## src/rtl/wb_mem_2_ppfifo.sv

```systemverilog
// Wishbone DMA reader: drains two double-buffered memory regions into a ping-pong FIFO write port.
// Defining WB_MEM_2_PPFIFO_TIMEOUT_EN adds an ack timeout that aborts the region and raises o_error.
module wb_mem_2_ppfifo #(
  parameter logic [31:0] TIMEOUT_COUNT = 32'd1000
) (
  input  logic        clk,
  input  logic        rst,
  input  logic        i_enable,
  input  logic        i_flush,
  input  logic [31:0] i_memory_0_base,
  input  logic [31:0] i_memory_0_size,
  input  logic        i_memory_0_ready,
  output logic [31:0] o_memory_0_count,
  output logic        o_memory_0_finished,
  output logic        o_memory_0_empty,
  input  logic [31:0] i_memory_1_base,
  input  logic [31:0] i_memory_1_size,
  input  logic        i_memory_1_ready,
  output logic [31:0] o_memory_1_count,
  output logic        o_memory_1_finished,
  output logic        o_memory_1_empty,
  output logic        o_read_finished,
  output logic        o_error,
  output logic        o_mem_we,
  output logic        o_mem_stb,
  output logic        o_mem_cyc,
  output logic [3:0]  o_mem_sel,
  output logic [31:0] o_mem_adr,
  output logic [31:0] o_mem_dat,
  input  logic [31:0] i_mem_dat,
  input  logic        i_mem_ack,
  input  logic        i_mem_int,
  input  logic [1:0]  i_ppfifo_rdy,
  output logic [1:0]  o_ppfifo_act,
  input  logic [23:0] i_ppfifo_size,
  output logic        o_ppfifo_stb,
  output logic [31:0] o_ppfifo_data
);
  typedef enum logic [2:0] {
    IDLE, SELECT, FIFO_GRAB, READ_REQ, READ_WAIT, NEXT, RELEASE
  } state_t;

  state_t state, state_n;

  logic [1:0][31:0] base_r, size_r, count_r;
  logic [1:0][31:0] ld_base, ld_size;
  logic [1:0]       ld, finished_r, empty_r, act;
  logic             cur, region_done, cyc, fstb, rd_fin, err;
  logic [23:0]      fifo_cnt;
  logic [31:0]      adr, fdata;
  logic             busy, last_word, tmo_hit, fin_now;
  logic             unused_ok;

  assign ld      = {i_memory_1_ready, i_memory_0_ready};
  assign ld_base = {i_memory_1_base, i_memory_0_base};
  assign ld_size = {i_memory_1_size, i_memory_0_size};

  // A region is "being read" from selection until it finishes; loads to it are dropped.
  assign busy      = (state != IDLE) && !region_done;
  assign last_word = (count_r[cur] == size_r[cur]);

`ifdef WB_MEM_2_PPFIFO_TIMEOUT_EN
  logic [31:0] tmo_cnt;
  assign tmo_hit = (state == READ_WAIT) && !i_mem_ack && (tmo_cnt == TIMEOUT_COUNT - 32'd1);
`else
  assign tmo_hit = 1'b0;
`endif

  assign fin_now   = (state == NEXT && last_word) || tmo_hit;
  assign unused_ok = &{1'b0, i_mem_int, TIMEOUT_COUNT};

  always_ff @(posedge clk) begin
    if (rst) state <= IDLE;
    else     state <= state_n;
  end

  always_comb begin
    state_n = state;
    case (state)
      IDLE:      if (i_enable && (!empty_r[0] || !empty_r[1])) state_n = SELECT;
      SELECT:    state_n = FIFO_GRAB;
      FIFO_GRAB: if (i_enable && i_ppfifo_rdy != 2'b00 && act == 2'b00) state_n = READ_REQ;
      READ_REQ:  state_n = READ_WAIT;
      READ_WAIT: begin
        if (i_mem_ack)    state_n = NEXT;
        else if (tmo_hit) state_n = RELEASE;
      end
      NEXT: begin
        if (last_word)                    state_n = (fifo_cnt != 24'd0) ? RELEASE : IDLE;
        else if (fifo_cnt == i_ppfifo_size) state_n = RELEASE;
        else if (!i_enable)               state_n = RELEASE;
        else                              state_n = READ_REQ;
      end
      RELEASE:   state_n = region_done ? IDLE : FIFO_GRAB;
      default:   state_n = IDLE;
    endcase
    if (i_flush) state_n = IDLE;
  end

  always_ff @(posedge clk) begin
    if (rst) begin
      base_r      <= '0;
      size_r      <= '0;
      count_r     <= '0;
      finished_r  <= 2'b00;
      empty_r     <= 2'b11;
      cur         <= 1'b0;
      region_done <= 1'b0;
      act         <= 2'b00;
      fifo_cnt    <= 24'd0;
      cyc         <= 1'b0;
      adr         <= 32'd0;
      fstb        <= 1'b0;
      fdata       <= 32'd0;
      rd_fin      <= 1'b0;
      err         <= 1'b0;
`ifdef WB_MEM_2_PPFIFO_TIMEOUT_EN
      tmo_cnt     <= 32'd0;
`endif
    end else begin
      fstb   <= 1'b0;
      rd_fin <= 1'b0;
      for (int r = 0; r < 2; r++) begin
        if (ld[r] && ld_size[r] != 32'd0 && !(busy && cur == r[0])) begin
          base_r[r]     <= ld_base[r];
          size_r[r]     <= ld_size[r];
          count_r[r]    <= 32'd0;
          finished_r[r] <= 1'b0;
          empty_r[r]    <= 1'b0;
        end
      end
      if (i_flush) begin
        // Counts are kept for the host; an ack landing this cycle is dropped.
        cyc     <= 1'b0;
        act     <= 2'b00;
        empty_r <= 2'b11;
        err     <= 1'b0;
      end else begin
        case (state)
          IDLE:   region_done <= 1'b0;
          SELECT: if (empty_r[cur] && !empty_r[~cur]) cur <= ~cur;
          FIFO_GRAB: begin
            if (state_n == READ_REQ) begin
              act      <= i_ppfifo_rdy[0] ? 2'b01 : 2'b10;
              fifo_cnt <= 24'd0;
            end
          end
          READ_REQ: begin
            cyc <= 1'b1;
            adr <= base_r[cur] + count_r[cur];
`ifdef WB_MEM_2_PPFIFO_TIMEOUT_EN
            tmo_cnt <= 32'd0;
`endif
          end
          READ_WAIT: begin
            if (i_mem_ack) begin
              cyc          <= 1'b0;
              fdata        <= i_mem_dat;
              fstb         <= 1'b1;
              count_r[cur] <= count_r[cur] + 32'd1;
              fifo_cnt     <= fifo_cnt + 24'd1;
            end else begin
`ifdef WB_MEM_2_PPFIFO_TIMEOUT_EN
              tmo_cnt <= tmo_cnt + 32'd1;
`endif
              if (tmo_hit) begin
                cyc <= 1'b0;
                err <= 1'b1;
              end
            end
          end
          NEXT:    if (last_word && fifo_cnt == 24'd0) act <= 2'b00;
          RELEASE: act <= 2'b00;
          default: ;
        endcase
        if (fin_now) begin
          finished_r[cur] <= 1'b1;
          empty_r[cur]    <= 1'b1;
          rd_fin          <= 1'b1;
          cur             <= ~cur;
          region_done     <= 1'b1;
        end
      end
    end
  end

  assign o_memory_0_count    = count_r[0];
  assign o_memory_0_finished = finished_r[0];
  assign o_memory_0_empty    = empty_r[0];
  assign o_memory_1_count    = count_r[1];
  assign o_memory_1_finished = finished_r[1];
  assign o_memory_1_empty    = empty_r[1];
  assign o_read_finished     = rd_fin;
  assign o_error             = err;
  assign o_mem_we            = 1'b0;
  assign o_mem_stb           = cyc;
  assign o_mem_cyc           = cyc;
  assign o_mem_sel           = 4'hF;
  assign o_mem_adr           = adr;
  assign o_mem_dat           = 32'd0;
  assign o_ppfifo_act        = act;
  assign o_ppfifo_stb        = fstb;
  assign o_ppfifo_data       = fdata;

endmodule

```

## config.mk

```make
export PLATFORM = sky130hd
export DESIGN_NAME = wb_mem_2_ppfifo
export DESIGN_NICKNAME = d
export VERILOG_FILES = /design/src/rtl/wb_mem_2_ppfifo.sv
export SDC_FILE = /design/constraint.sdc
export NUM_CORES = 1
export LEC_CHECK = 0
export ABC_AREA = 1
export BUFFER_PORTS_ARGS = -buffer_cell sky130_fd_sc_hd__buf_2
export CAP_MARGIN = 5
export CORE_ASPECT_RATIO = 1.4
export CORE_MARGIN = 2
export CORE_UTILIZATION = 56
export DETAILED_ROUTE_END_ITERATION = 6
export GPL_TIMING_DRIVEN = 0
export PLACE_DENSITY = 0.88
export SETUP_SLACK_MARGIN = 0.1
export SLEW_MARGIN = 10
export SYNTH_ARGS = -nofsm -noshare
export SYNTH_HDL_FRONTEND = slang
export SYNTH_SLANG_ARGS = --single-unit
```

## constraint.sdc

```tcl
create_clock -name clk -period 3.83 [get_ports clk]
set_clock_uncertainty 0.1 [all_clocks]
set_input_delay 0.5745 -clock clk [delete_from_list [all_inputs] [get_ports clk]]
set_output_delay 0.5745 -clock clk [all_outputs]
set_load 0.01 [all_outputs]
```

# ---- Word level (Yosys, flattened, before mapping)
# Index checks and enable logic that the tools add are counted.
dict set report classes {
  add_sub_neg 3
  multipliers 0
  div_mod_pow 0
  magnitude_cmp 3
  eq_ne 12
  shift 0
  muxes 59
  bitwise_logic 5
  reduce_logical 44
}
# cell count
set op_table {}
lappend op_table {{two-way mux 32 bit} 11}
lappend op_table {{two-way mux 64 bit} 3}
lappend op_table {{bitwise mux 64 bit} 1}
lappend op_table {{nonzero test 32 bit} 2}
lappend op_table {{two-way mux 24 bit} 2}
lappend op_table {{one-hot mux 24 bit (2 select lines)} 1}
lappend op_table {{adder 32 x 1 -> 32 bit, second input constant} 1}
lappend op_table {{adder 32 bit} 1}
lappend op_table {{demux 32 bit (select 1 bit)} 1}
lappend op_table {{== test 32 bit} 1}
lappend op_table {{adder 24 x 1 -> 24 bit, second input constant} 1}
lappend op_table {{== test 24 bit} 1}
lappend op_table {{zero test 24 bit} 1}
lappend op_table {{two-way mux 3 bit} 8}
lappend op_table {{nonzero test 24 bit} 1}
lappend op_table {{two-way mux 1 bit} 21}
lappend op_table {{one-hot mux 3 bit (7 select lines)} 1}
lappend op_table {{logical AND 1 bit} 14}
lappend op_table {{two-way mux 2 bit} 7}
lappend op_table {{nonzero test 2 bit} 6}
lappend op_table {{== test 3 x 2 -> 1 bit, second input constant} 3}
lappend op_table {{== test 3 bit, second input constant} 3}
lappend op_table {{AND reduction 3 bit} 3}
lappend op_table {{zero test 1 bit} 6}
lappend op_table {{other kinds (18)} 26}
dict set report totals {
  reg_bits 294
  latchBits 0
  mem_bits_rw 0
  mem_bits_ro 0
  wordCells 144
  mem_count 0
}

# ---- Logic depth before layout (Yosys ltp)
dict set report depth {
  ltp_word 11
  ltp_mapped 22
  mapped_depth_nobuf 18
}

# ---- Least setup slack after synthesis
# No wires, ideal clock.
dict set report synth_timing {
  kind {reg2reg}
  from {register cur}
  to {register adr[18] (netlist: o_mem_adr[18])}
  setup_ps 58
  arrival_ps 3380
  t_required_ps 3672
  path_slack_ps 293
  path_stages_with_launch 22
  path_buffers 5
  period_less_slack_ps 3537
  path_cell_list {dfxtp_1 buf_6 inv_4 buf_6 buf_6 clkbuf_1 clkbuf_1 nand2_1 nand2_1 ha_1 inv_1 fa_1 o31ai_1 nand2_1 nand2_1 a21oi_1 inv_1 a21boi_0 or2_2 nand3_1 o211ai_1 inv_1}
}
dict set report synth_via {
  elab_chain_cells 3
  elab_cells_between_ends 5
  classes_between {add/sub: 1; mux: 4}
}
# element line_no
set synth_rtl {}
lappend synth_rtl {{start, declared} 48} ;# logic cur, region_done, cyc, fstb, rd_fin, err;
lappend synth_rtl {{start signal, assigned} 141} ;# SELECT: if (empty_r[cur] && !empty_r[~cur]) cur <= ~cur;
lappend synth_rtl {{start signal, assigned} 180} ;# cur <= ~cur;
lappend synth_rtl {{two-way mux 32 bit (not written as such) (2 in a row)} 150} ;# adr <= base_r[cur] + count_r[cur];
lappend synth_rtl {{adder 32 bit (*)} 150}
lappend synth_rtl {{end signal, assigned} 150}
lappend synth_rtl {{end, declared} 50} ;# logic [31:0] adr, fdata;
# Mark *: on every way between the ends. The rest lies on a longest branch, timed or not. The select of a mux whose other input is x is not followed.
# A chain may end at the register's enable or synchronous reset.

# ---- Worst setup path after layout
dict set report layout_timing {
  from {register cur}
  to {register adr[17] (netlist: o_mem_adr[17])}
}
# The elaborated chain is that of the path after synthesis.

==> flow_metrics.tcl <==
set metrics [dict create \
    status "complete, no violations" \
    ios 370 \
    ys_warn_count 0 \
    grt_pass1_vias 19600 \
    synth-main-ff-cell "dfxtp_1" \
    dpl_worst_slack_ns -0.900 \
    max-slew-margin-rel_pct 25.6 \
    whs_ns 0.118 \
    drtIter0Drc 2072 \
    start_kind "flip-flop" \
    initial_core_util_pct 56.8 \
    drtAntennaViolNets 0 \
    syn_inst 2684 \
    slew_violations 0 \
    tightest_slew_ns 1.12 \
    gp_congestion 1.04 \
    synth.avg_cell_area_um2 6.31 \
    path_common_cell "inv_1" \
    clk_pin_slew_ns 0.07 \
    vias_per_cell 5.79 \
    cts-hold-fix-buffers 0 \
    path_class "reg -> reg" \
    hold_class "in -> reg" \
    synth_top_area_share_pct 34.7 \
    final_layout_size_suffix_gt1_share_pct 16.6 \
    cts.sinks 294 \
    p_per_area_mw_per_mm2 347 \
    p_leak_nw 9.98 \
    arrival_ns 3.99 \
    seq_area_frac_synth_pct 34.7 \
    clockBufferDepth 3 \
    drc 0 \
    rows 75 \
    dieHeight_um 210 \
    setup_violations 0 \
    path_cells "buf_6, inv_4, buf_4, o21ai_1, ha_1, inv_1, o21bai_1, a31oi_1, o21ai_0, a21oi_1, inv_1, a21oi_1, or2_2, nand3_1, o211ai_1, inv_1" \
    grt_usage_pct 46.0 \
    fin_setup_tns_ns 0 \
    dieArea_mm2 0.0317 \
    n_fill_cell 2584 \
    clockRootBuffer "clkbuf_16" \
    grt_first_pass_wirelength_mm 110 \
    ctsHtreeMaxLevel 1 \
    fmax_mhz 276 \
    irDropWorstVdd_v 0.000391 \
    grt_overflow 0 \
    cpLargestDelayFamily "compound AO/OA/AOI/OAI gates" \
    area_growth_pct 19.7 \
    wl_mm 74.0 \
    core_area_mm2 0.0298 \
    numCtsBuffers 30 \
    synth_area_mm2 0.0169 \
    cp_max_fo 10 \
    ys_top_cells_by_area "dfxtp_1 (35%), nand2_1 (15%), nor2_1 (10%)" \
    rsz0062_at_grt "true" \
    fin_crit_ns 3.62 \
    nets 3309 \
    antenna_found_initial 4 \
    crit_buf_inv 6 \
    fin_crit_sh_pct 94.5 \
    drt_pass1_iterations 6 \
    avgRoutedWirePerCell_um 21.2 \
    synth_common_cells "nand2_1 (698), nor2_1 (455), dfxtp_1 (294)" \
    rr_startpoint "cur" \
    fin_util_pct 68.0 \
    vias 20200 \
    cts_tree "built" \
    io_buffers 329 \
    insertion_delay_ns 0.58 \
    cpMaxStageDelayCell "o21ai_1" \
    grt_start_max_net_pins 29 \
    dp_hpwl_mm 57.8 \
    synth_most_common_cell "nand2_1" \
    hold_violations 0 \
    required_ns 4.20 \
    min_from "i_mem_dat[30]" \
    fin_ws_ns 0.209 \
    cap_violations 0 \
    synth.largest_area_cell "dfxtp_1" \
    setup.worst_path.start "cur" \
    synth_cell_types 46 \
    cp-end-kind "flip-flop" \
    ys_seq_elements 294 \
    synth-edff-count 0 \
    worst_path_largest_cell_delay_ns 0.67 \
    synthArstFlopShare_pct 0 \
    die_x_um 151 \
]
[cell families after synthesis]
kind of cell	after synthesis	synth area share [%]
and+or+nand+nor	1378	33.0
AOI/OAI and AO/OA	476	15.0
buffers and inverters	438	11.4
DFF	294	34.7
xor gates and xnor gates	61	3.15
adders and majority gates	35	2.63
other	2	0.0443
[worst reg2reg max path, cell delays in order, from the launching register on]
cell and delay [ns]:
dfxtp_1 0.33, buf_6 0.15, inv_4 0.09, buf_4 0.22
o21ai_1 0.67, ha_1 0.42, inv_1 0.10, o21bai_1 0.12
a31oi_1 0.15, o21ai_0 0.15, a21oi_1 0.24, inv_1 0.12
a21oi_1 0.18, or2_2 0.14, nand3_1 0.13, o211ai_1 0.14
inv_1 0.07
[final timing paths]
path | cells past startpoint | slack, ns | to
worst max-delay path | 16 | 0.21 | o_mem_adr[17]
worst min-delay path | 3 | 0.12 | o_ppfifo_data[30]
worst max register to register | 16 | 0.21 | o_mem_adr[17]
worst min register to register | 2 | 0.37 | size_r[17]
[layer usage]
layer  global-route usage (%)  routed length (um)  part of all wire, %  vias up
met5                        0                   0                    0        -
met4                     38.5                7220                  9.8        0
met3                     10.1                7610                   10      370
met2                     72.9               32900                   44     1398
met1                     52.1               26400                   36     9157
li1                         -                   -                    -     9290
[state kept, by name (all words and copies together), names as in the netlist]
| signal | cells |
|---|---|
| base_r | 64 |
| cur | 1 |
| empty_r | 2 |
| fifo_cnt | 24 |
| finished_r | 2 |
| o_mem_adr | 32 |
| o_mem_cyc | 1 |
| o_memory_0_count | 32 |
| o_memory_1_count | 32 |
| o_ppfifo_act | 2 |
| o_ppfifo_data | 32 |
| o_ppfifo_stb | 1 |
| o_read_finished | 1 |
| region_done | 1 |
| size_r | 64 |
| state | 3 |
[timing repair]
item,CTS,global route
setup endpoints to repair,28,22
pin swaps,1,1
gates resized for setup,8,14
setup buffers,0,2
[power by group]
| group | internal (mW) | switching (mW) | leakage, nW | total [mW] |
|---|---|---|---|---|
| clock network | 1.70 | 1.33 | 0.492 | 3.03 |
| registers | 3.16 | 0.0596 | 2.40 | 3.22 |
| logic | 0.274 | 0.519 | 7.09 | 0.793 |
[layout make-up]
cell class	count	area [um^2]	share of cell area [%]
Sequential cell	294	5890	29.0
Antenna cell	4	10.0	0.0494
Tap cell	385	482	2.38
Inverter	268	1010	4.97
Clock inverter	17	158	0.777
Buffer	167	923	4.55
Clock buffer	39	846	4.17
Timing Repair Buffer	331	1660	8.19
Multi-Input combinational cell	1988	9310	45.9
[metrics by stage]
step	power [mW]	cell area, um^2	std cells
2_1_floorplan	3.72	17100	2720
3_3_place_gp	4.01	19200	3434
3_5_place_dp	4.03	19200	3434
4_1_cts	6.97	20200	3487
5_1_grt	7.21	20300	3492
6_report	7.04	20300	3493
[layout by cell type, fill, tap and decap left out, drive strengths merged, types with 2 or more instances in the layout]
| master | instances |
|---|---|
| a211oi | 3 |
| a21boi | 4 |
| a21o | 6 |
| a21oi | 138 |
| a221oi | 2 |
| a22oi | 7 |
| a31oi | 6 |
| and3 | 2 |
| buf | 416 |
| bufinv | 2 |
| clkbuf | 121 |
| clkinv | 13 |
| clkinvlp | 3 |
| conb | 38 |
| dfxtp | 294 |
| diode | 4 |
| ha | 34 |
| inv | 267 |
| nand2 | 705 |
| nand3 | 110 |
| nand3b | 2 |
| nand4 | 31 |
| nor2 | 464 |
| nor3 | 20 |
| nor4 | 25 |
| o211ai | 13 |
| o21a | 2 |
| o21ai | 280 |
| o21bai | 3 |
| o221ai | 7 |
| o31ai | 4 |
| or2 | 16 |
| xnor2 | 10 |
| xor2 | 51 |
Note: power is estimated with default switching activity, not from simulation.
